===== config.mk =====
export PLATFORM = sky130hd
export DESIGN_NAME = bus_unit_flat
export DESIGN_NICKNAME = d
export VERILOG_FILES = /design/src/rtl/bus_unit_if.sv /design/src/rtl/bus_unit.sv /design/src/flat_wrapper.sv
export SDC_FILE = /design/constraint.sdc
export NUM_CORES = 1
export LEC_CHECK = 0
export BUFFER_PORTS_ARGS = -buffer_cell sky130_fd_sc_hd__buf_2
export CAP_MARGIN = 20
export CELL_PAD_IN_SITES_DETAIL_PLACEMENT = 2
export CELL_PAD_IN_SITES_GLOBAL_PLACEMENT = 2
export CORE_UTILIZATION = 27
export DETAILED_ROUTE_END_ITERATION = 8
export PLACE_DENSITY_LB_ADDON = 0.1
export SYNTH_ARGS = -nofsm -noshare
export SYNTH_HDL_FRONTEND = slang
export SYNTH_SLANG_ARGS = --single-unit

===== constraint.sdc =====
create_clock -name clk_ -period 2.4 [get_ports clk_]
set_input_delay 0.48 -clock clk_ [delete_from_list [all_inputs] [get_ports clk_]]
set_output_delay 0.48 -clock clk_ [all_outputs]
set_load 0.01 [all_outputs]

===== src/rtl/bus_unit_if.sv =====
// -----------------------------------------------------------------------------
// bus_unit_if
//
// External bus and timing-controller handshake bundle for bus_unit.
//
// Signals
//   oenb   : 9-bit control enables from the timing controller
//            bit0 ADDL, bit1 ADDH, bit2 DATA, bit3 REGR, bit4 REGW,
//            bit5 C_WR, bit6 D_WR, bit7 UPPC, bit8 PDAT
//   ale    : address latch enable from the timing controller
//   dbin   : data sampled from the AD pins
//   a_hi   : address bus A15..A8
//   ad_out : multiplexed AD7..AD0 drive value
//   ah_oe  : A15..A8 output enable
//   ad_oe  : AD7..AD0 output enable
//
// Modports
//   master : timing controller / pin side (drives controls and pin data)
//   slave  : bus_unit (drives the address/data pin values and enables)
// -----------------------------------------------------------------------------
interface bus_unit_if #(
  parameter int ADDR_W = 16,
  parameter int DATA_W = 8
);

  logic [8:0]               oenb;
  logic                     ale;
  logic [DATA_W-1:0]        dbin;
  logic [ADDR_W-DATA_W-1:0] a_hi;
  logic [DATA_W-1:0]        ad_out;
  logic                     ah_oe;
  logic                     ad_oe;

  modport master (
    output oenb,
    output ale,
    output dbin,
    input  a_hi,
    input  ad_out,
    input  ah_oe,
    input  ad_oe
  );

  modport slave (
    input  oenb,
    input  ale,
    input  dbin,
    output a_hi,
    output ad_out,
    output ah_oe,
    output ad_oe
  );

endinterface


===== src/rtl/bus_unit.sv =====
// -----------------------------------------------------------------------------
// bus_unit
//
// Address/data bus unit of an 8085-style CPU. Holds the program counter, the
// instruction register and the two-byte temporary register {W,Z}, latches the
// address of each machine cycle and drives the multiplexed A/AD pins.
//
// Parameters
//   ADDR_W : address / PC width (default 16)
//   DATA_W : data bus width     (default 8)
//
// Ports
//   clk_    : clock, all state updates on the rising edge
//   rst_    : asynchronous, active-high reset
//   bus     : bus_unit_if.slave (oenb, ale, dbin in; a_hi, ad_out, ah_oe,
//             ad_oe out)
//   dadr    : data address from the register file (HL/SP/BC/DE/WZ)
//   wdat    : write data from the register file / ALU
//   pcld    : PC load request (jump/call/ret/rst)
//   pcval   : PC load value
//   pc      : program counter
//   ireg    : instruction register
//   treg    : temporary register {W,Z}
//   tful    : both treg bytes loaded since the last opcode fetch
//   cur_adr : address of the current machine cycle
//   err     : sticky protocol error (C_WR and D_WR in the same cycle)
// -----------------------------------------------------------------------------
module bus_unit #(
  parameter int ADDR_W = 16,
  parameter int DATA_W = 8
) (
  input  logic              clk_,
  input  logic              rst_,
  bus_unit_if.slave         bus,
  input  logic [ADDR_W-1:0] dadr,
  input  logic [DATA_W-1:0] wdat,
  input  logic              pcld,
  input  logic [ADDR_W-1:0] pcval,
  output logic [ADDR_W-1:0] pc,
  output logic [DATA_W-1:0] ireg,
  output logic [ADDR_W-1:0] treg,
  output logic              tful,
  output logic [ADDR_W-1:0] cur_adr,
  output logic              err
);

  // Bit positions inside oenb
  localparam int EN_ADDL = 0;
  localparam int EN_ADDH = 1;
  localparam int EN_DATA = 2;
  localparam int EN_REGR = 3;
  localparam int EN_REGW = 4;
  localparam int EN_C_WR = 5;
  localparam int EN_D_WR = 6;
  localparam int EN_UPPC = 7;
  localparam int EN_PDAT = 8;

  localparam logic [ADDR_W-1:0] PC_ONE = {{(ADDR_W-1){1'b0}}, 1'b1};

  // Which half of {W,Z} the next operand byte lands in
  typedef enum logic {
    PTR_Z = 1'b0,
    PTR_W = 1'b1
  } byte_ptr_e;

  byte_ptr_e byte_ptr;

  logic [ADDR_W-1:0] src;
  logic              fetch_load;
  logic              data_load;
  logic              wr_collide;
  logic              unused_regr_regw;

  // REGR/REGW belong to the register file; they pass through this block
  // untouched.
  assign unused_regr_regw = bus.oenb[EN_REGR] ^ bus.oenb[EN_REGW];

  // The address presented in a machine cycle comes either from the register
  // file (PDAT) or from the program counter.
  assign src = bus.oenb[EN_PDAT] ? dadr : pc;

  // An opcode byte is captured on C_WR; an operand byte on D_WR. Both are
  // suppressed during write cycles (DATA=1) because the AD pins carry our own
  // write data then. C_WR wins over D_WR so a collision still fetches.
  assign fetch_load = bus.oenb[EN_C_WR] & ~bus.oenb[EN_DATA];
  assign data_load  = bus.oenb[EN_D_WR] & ~bus.oenb[EN_C_WR] & ~bus.oenb[EN_DATA];
  assign wr_collide = bus.oenb[EN_C_WR] & bus.oenb[EN_D_WR];

  // Pin drive: during ALE the source address is passed straight through so
  // the external latch sees it in the same cycle; afterwards the latched
  // cycle address (or write data on AD) is held.
  always_comb begin
    bus.a_hi   = cur_adr[ADDR_W-1:DATA_W];
    bus.ad_out = cur_adr[DATA_W-1:0];
    if (bus.ale) begin
      bus.a_hi   = src[ADDR_W-1:DATA_W];
      bus.ad_out = src[DATA_W-1:0];
    end else if (bus.oenb[EN_DATA]) begin
      bus.ad_out = wdat;
    end
  end

  // Output enables are pure pass-through of the controller enables so the
  // pins turn around without extra latency.
  assign bus.ah_oe = bus.oenb[EN_ADDH];
  assign bus.ad_oe = bus.oenb[EN_ADDL] | bus.oenb[EN_DATA];

  // Cycle address latch and program counter. A PC load (jump/call/ret/rst)
  // overrides a simultaneous increment; the increment wraps naturally.
  always_ff @(posedge clk_ or posedge rst_) begin
    if (rst_) begin
      cur_adr <= '0;
      pc      <= '0;
    end else begin
      if (bus.ale) begin
        cur_adr <= src;
      end
      if (pcld) begin
        pc <= pcval;
      end else if (bus.oenb[EN_UPPC]) begin
        pc <= pc + PC_ONE;
      end
    end
  end

  // Instruction and operand capture. An opcode fetch restarts the operand
  // sequence, so the next operand byte always lands in Z. Operand bytes then
  // alternate Z, W, Z, ... and tful stays set once both halves were written.
  always_ff @(posedge clk_ or posedge rst_) begin
    if (rst_) begin
      ireg     <= '0;
      treg     <= '0;
      byte_ptr <= PTR_Z;
      tful     <= 1'b0;
    end else begin
      if (fetch_load) begin
        ireg     <= bus.dbin;
        byte_ptr <= PTR_Z;
        tful     <= 1'b0;
      end else if (data_load) begin
        case (byte_ptr)
          PTR_Z: begin
            treg[DATA_W-1:0] <= bus.dbin;
            byte_ptr         <= PTR_W;
          end
          PTR_W: begin
            treg[ADDR_W-1:DATA_W] <= bus.dbin;
            byte_ptr              <= PTR_Z;
            tful                  <= 1'b1;
          end
          default: begin
            byte_ptr <= PTR_Z;
          end
        endcase
      end
    end
  end

  // Sticky protocol error: the controller must never request an opcode and
  // an operand capture in the same cycle. Only reset clears it.
  always_ff @(posedge clk_ or posedge rst_) begin
    if (rst_) begin
      err <= 1'b0;
    end else if (wr_collide) begin
      err <= 1'b1;
    end
  end

endmodule


===== src/flat_wrapper.sv =====
// flat-port wrapper written by rule: the top's interface ports become plain ports
module bus_unit_flat 
#(
  parameter int ADDR_W = 16,
  parameter int DATA_W = 8
)
  (clk_, rst_, dadr, wdat, pcld, pcval, pc, ireg, treg, tful, cur_adr, err, bus_oenb, bus_ale, bus_dbin, bus_a_hi, bus_ad_out, bus_ah_oe, bus_ad_oe);
  bus_unit_if #(.ADDR_W(ADDR_W), .DATA_W(DATA_W)) bus_i ();
  input  logic clk_;
  input  logic rst_;
  input  logic [ADDR_W-1:0] dadr;
  input  logic [DATA_W-1:0] wdat;
  input  logic pcld;
  input  logic [ADDR_W-1:0] pcval;
  output logic [ADDR_W-1:0] pc;
  output logic [DATA_W-1:0] ireg;
  output logic [ADDR_W-1:0] treg;
  output logic tful;
  output logic [ADDR_W-1:0] cur_adr;
  output logic err;
  input wire logic [$bits(bus_i.oenb)-1:0] bus_oenb;
  input wire logic [$bits(bus_i.ale)-1:0] bus_ale;
  input wire logic [$bits(bus_i.dbin)-1:0] bus_dbin;
  output wire logic [$bits(bus_i.a_hi)-1:0] bus_a_hi;
  output wire logic [$bits(bus_i.ad_out)-1:0] bus_ad_out;
  output wire logic [$bits(bus_i.ah_oe)-1:0] bus_ah_oe;
  output wire logic [$bits(bus_i.ad_oe)-1:0] bus_ad_oe;
  assign bus_i.oenb = bus_oenb;
  assign bus_i.ale = bus_ale;
  assign bus_i.dbin = bus_dbin;
  assign bus_a_hi = bus_i.a_hi;
  assign bus_ad_out = bus_i.ad_out;
  assign bus_ah_oe = bus_i.ah_oe;
  assign bus_ad_oe = bus_i.ad_oe;
  bus_unit #(.ADDR_W(ADDR_W), .DATA_W(DATA_W)) u_core (.clk_(clk_), .rst_(rst_), .bus(bus_i), .dadr(dadr), .wdat(wdat), .pcld(pcld), .pcval(pcval), .pc(pc), .ireg(ireg), .treg(treg), .tful(tful), .cur_adr(cur_adr), .err(err));
endmodule

Yosys cells after proc, flatten, opt, wreduce, memory -nomap -nowiden
Index checks and enable logic that the tools add are counted.
- bits in registers: 59
- input port bits: 61
- output and inout port bits: 76
- word-level logic and storage cells: 36
- $add $sub $neg: 1
- muxes and demuxes: 12
- bitwise gates (word level): 9
- reduce and logical (&&, ||, !) cells: 6
- operators with widths (kind ; count):
    $mux W16 ; 3
    $mux W8 ; 3
    $add A16 B1 Y16 const B ; 1
    $reduce_and A3 Y1 ; 2
    $reduce_bool A2 Y1 ; 3
    $mux W1 ; 5
    $and A1 B1 Y1 ; 4
    $not A1 Y1 ; 4
    $pmux W1 S2 ; 1
    $reduce_and A2 Y1 ; 1
    $or A1 B1 Y1 ; 1

Depth between registers and ports, before layout
- word-level depth: 5
- depth in mapped cells: 6
- depth with buffers taken out: 5

Least setup slack after synthesis
No wires, ideal clock.
- kind: input to output
- start: input bus_oenb[8]
- end: output bus_ad_out[5]
- arrival: 1.361 ns
- data required time: 1.920 ns
- path slack: 0.559 ns
- stages: 5
- buffers on the path: 2
- path through: buf_2 > buf_2 > mux2i_1 > nand2_1 > o21a_1
- word-level cells in the longest chain between the ends: 2
- RTL lines (item ; line ; text):
    from (decl) ; flat_wrapper.sv:21 ; input wire logic [$bits(bus_i.oenb)-1:0] bus_oenb;
    $mux W16 ; bus_unit.sv:80 ; assign src = bus.oenb[EN_PDAT] ? dadr : pc;
    $mux W8 ; bus_unit.sv:95 ; if (bus.ale) begin
    to (decl) ; flat_wrapper.sv:25 ; output wire logic [$bits(bus_i.ad_out)-1:0] bus_ad_out;
No other way between the ends.

Worst setup path after layout
- start: input bus_oenb[8]
- end: output bus_a_hi[1]
- word-level cells in the longest chain between the ends: 2
- RTL lines (item ; line ; text):
    $mux W16 ; bus_unit.sv:80 ;
    $mux W8 ; bus_unit.sv:95 ;
    to (decl) ; flat_wrapper.sv:24 ; output wire logic [$bits(bus_i.a_hi)-1:0] bus_a_hi;
No other way between the ends.

==> run_results.csv <==
group,metric,value,unit
run_status,run_status,"completed",
global_routing,grt_pass1_vias,2580,
routing,wl,8520,µm
clocking,htreeDepth,3,
timing,finClkSkew,0.0117,ns
clocking,numCtsBuffers,9,
routing,wl_per_cell,16.1,µm
clocking,cts_resized,0,
setup_path,cpMostUsedCell,"buf_2",
global_routing,grt_use_met2,27.9,%
routing,remaining_drc_errors,0,
clocking,clockBufferDepth,2,
setup_path,worst-path-buf-inv,3,
die,dieArea,11000,µm²
place,dp_cells,512,
yosys,yosys.cell_types.count,35,
place,numPortBuffers,132,
yosys,async_reset_ff_share,100,%
global_routing,grt_pass1_wl,14100,µm
clocking,cts-root-buf,"clkbuf_8",
die,ioPinCount,137,
setup_path,critPathArrivalTime,1.52,ns
yosys,netlist.area_leader.share,51.7,%
yosys,syn_inst,251,
setup_path,critPathCaptureType,"output port",
finish,diodes,0,
timing,period_share,83.3,%
global_routing,met1_usage,20.8,%
yosys,ys_warn_count,0,
yosys,ys_top_cells_by_area,"dfrtp_1, mux2_2, mux2i_1",
clocking,postCtsSetupBuffers,0,
global_routing,antenna_found_initial,0,
timing,drv_slew,0,
setup_path,critical_path_class,"input pin to output port",
place,dp_hpwl,6550,µm
yosys,synth_enable_flop_cells,0,
finish,drive_gt1_share,48.7,%
routing,drt_iter0_markers,40,
yosys,syn-num-nets,313,
global_routing,grt_overflow,0,
setup_path,path_cells,"buf_2 -> buf_4 -> mux2i_1 -> a21oi_1 -> buf_2",
clocking,clkSinkCount,59,
yosys,ys_seq_area_share,51.7,%
die,core_region_area,10300,µm²
finish,stdcell_count,528,
setup_path,critPathMaxFanout,9,
finish,fillers,1172,
timing,fmax,500,MHz
timing,max_slew_margin,66.0,%
setup_path,worst-path-stages,5,
worst_hold_path,hold_class,"input pin to asynchronous set/reset pin",
timing,final.setup.tns,0,ns
flow_run,maxCapViolCount,0,
setup_path,critPathLaunchType,"input pin",
yosys,synthFlopType,"dfrtp_1",
place,post-place-ws,0.405,ns
setup_path,crit_slowest_cell,"mux2i_1",
die,die_h,105,µm
power_and_ir_drop,power_leakage,1.85,nW
timing,final_critical_path_setup_slack,0.400,ns
timing,setup_viol,0,
clocking,cts_tree,"built",
routing,final_antenna_net_count,0,
setup_path,crit_family,"buffers and inverters",
clocking,clock_latency,0.34,ns
setup_path,critPathMaxStageDelay,0.26,ns
timing,worst_slew_pin_slew,0.510,ns
yosys,ys_top_cells_by_count,"dfrtp_1, mux2_2, nand2_1, mux2i_1, o21a_1",
global_routing,grt_busiest_layer,"met2",
routing,viasPerCell,4.61,
yosys,synth_area_per_cell,11.4,µm²
timing,finalHoldViolations,0,
finish,areaGrowthSynthToFinish,36.8,%
clocking,holdBufCountCts,0,
power_and_ir_drop,powerDensity,772,nW/µm²
power_and_ir_drop,power.total,3.02,mW
timing,period_needed,2.00,ns
die,rows,37,
global_routing,grt_util_all_layers,16.7,%
global_routing,met3_usage,3.62,%
yosys,ys_ff_latch,59,
timing,rsz0062_at_grt,"false",
clocking,clk_pin_slew,0.08,ns
die,fp.dieW,105,µm
yosys,yosysMostFrequentCell,"dfrtp_1",
place,place_congestion,0.741,
finish,final_core_util,38.0,%
yosys,netlist_area,2860,µm²
power_and_ir_drop,irDropWorstVdd,0.302,mV
finish,design_area,3910,µm²
routing,vias,2433,
routing,dr.pass1.iters,3,
setup_path,r2r_cells,5,
setup_path,crit_required,1.92,ns
timing,timing.hold.ws,0.198,ns
die,start_util,27.8,%
finish,nets,449,
yosys,yosysTopAreaCell,"dfrtp_1",
global_routing,grt_max_degree,34,
place,placed_cell_area,3680,µm²
==> worst min-delay path: cells and delay by family <==
kind	cells	cell delay (ns)
buffers and inverters	3	0.45
==> state kept, by name (all words and copies together), names as in the netlist <==
| signal | cells |
|---|---|
| u_core.treg | 16 |
| u_core.ireg | 8 |
| u_core.tful | 1 |
| u_core.cur_adr | 16 |
| u_core.err | 1 |
| u_core.pc | 16 |
| u_core.byte_ptr | 1 |
==> cells in the final DEF, fill, tap and decap left out, types with 10 or more instances in the layout <==
master	Yosys	routed
buf_2	5	132
dfrtp_1	59	59
mux2i_1	17	17
mux2_2	30	30
nand2_1	27	27
o21a_1	16	16
clkbuf_8	0	10
o21ai_0	14	14
xor2_1	11	11
==> final cells by class <==
cell class                      count  area, µm²  share of cell area (%)
Clock inverter                      6       88.8                    2.27
Multi-Input combinational cell    173       1290                    32.9
Tap cell                          136        170                    4.35
Inverter                            4       15.0                   0.384
Clock buffer                       10        138                    3.52
Timing Repair Buffer              140        733                    18.8
Sequential cell                    59       1480                    37.8
==> power by group <==
group	internal, mW	switching [mW]
logic	0.343	0.353
registers	1.16	0.123
clock network	0.613	0.423
total	2.12	0.900
==> kinds of logic after synthesis <==
family	after synthesis	share of synthesized area, %
compound gates	45	9.68
xor+xnor	13	3.99
fa+ha+maj	1	0.438
buf+inv	19	3.24
flops	59	51.7
mux	49	18.6
simple gates	65	12.4
==> path summary, 6_finish.rpt <==
check	startpoint	slack (ns)	endpoint
setup / recovery	bus_oenb[8]	0.40	bus_a_hi[1]
hold / removal	rst_	0.20	u_core.ireg[1]
setup reg to reg	u_core.pc[0]	0.63	u_core.pc[10]
hold reg to reg	u_core.err	0.46	u_core.err
max in group asynchronous	rst_	1.81	u_core.pc[6]
min in group clk_	pcval[12]	0.35	u_core.pc[12]
==> routing by layer <==
layer / vias up / share of wire [%]
met5: - / 0
met4: 0 / 1.5
met3: 11 / 4.5
met2: 73 / 50
met1: 1185 / 44
li1: 1164 / -
(Power assumes the default switching activity.)
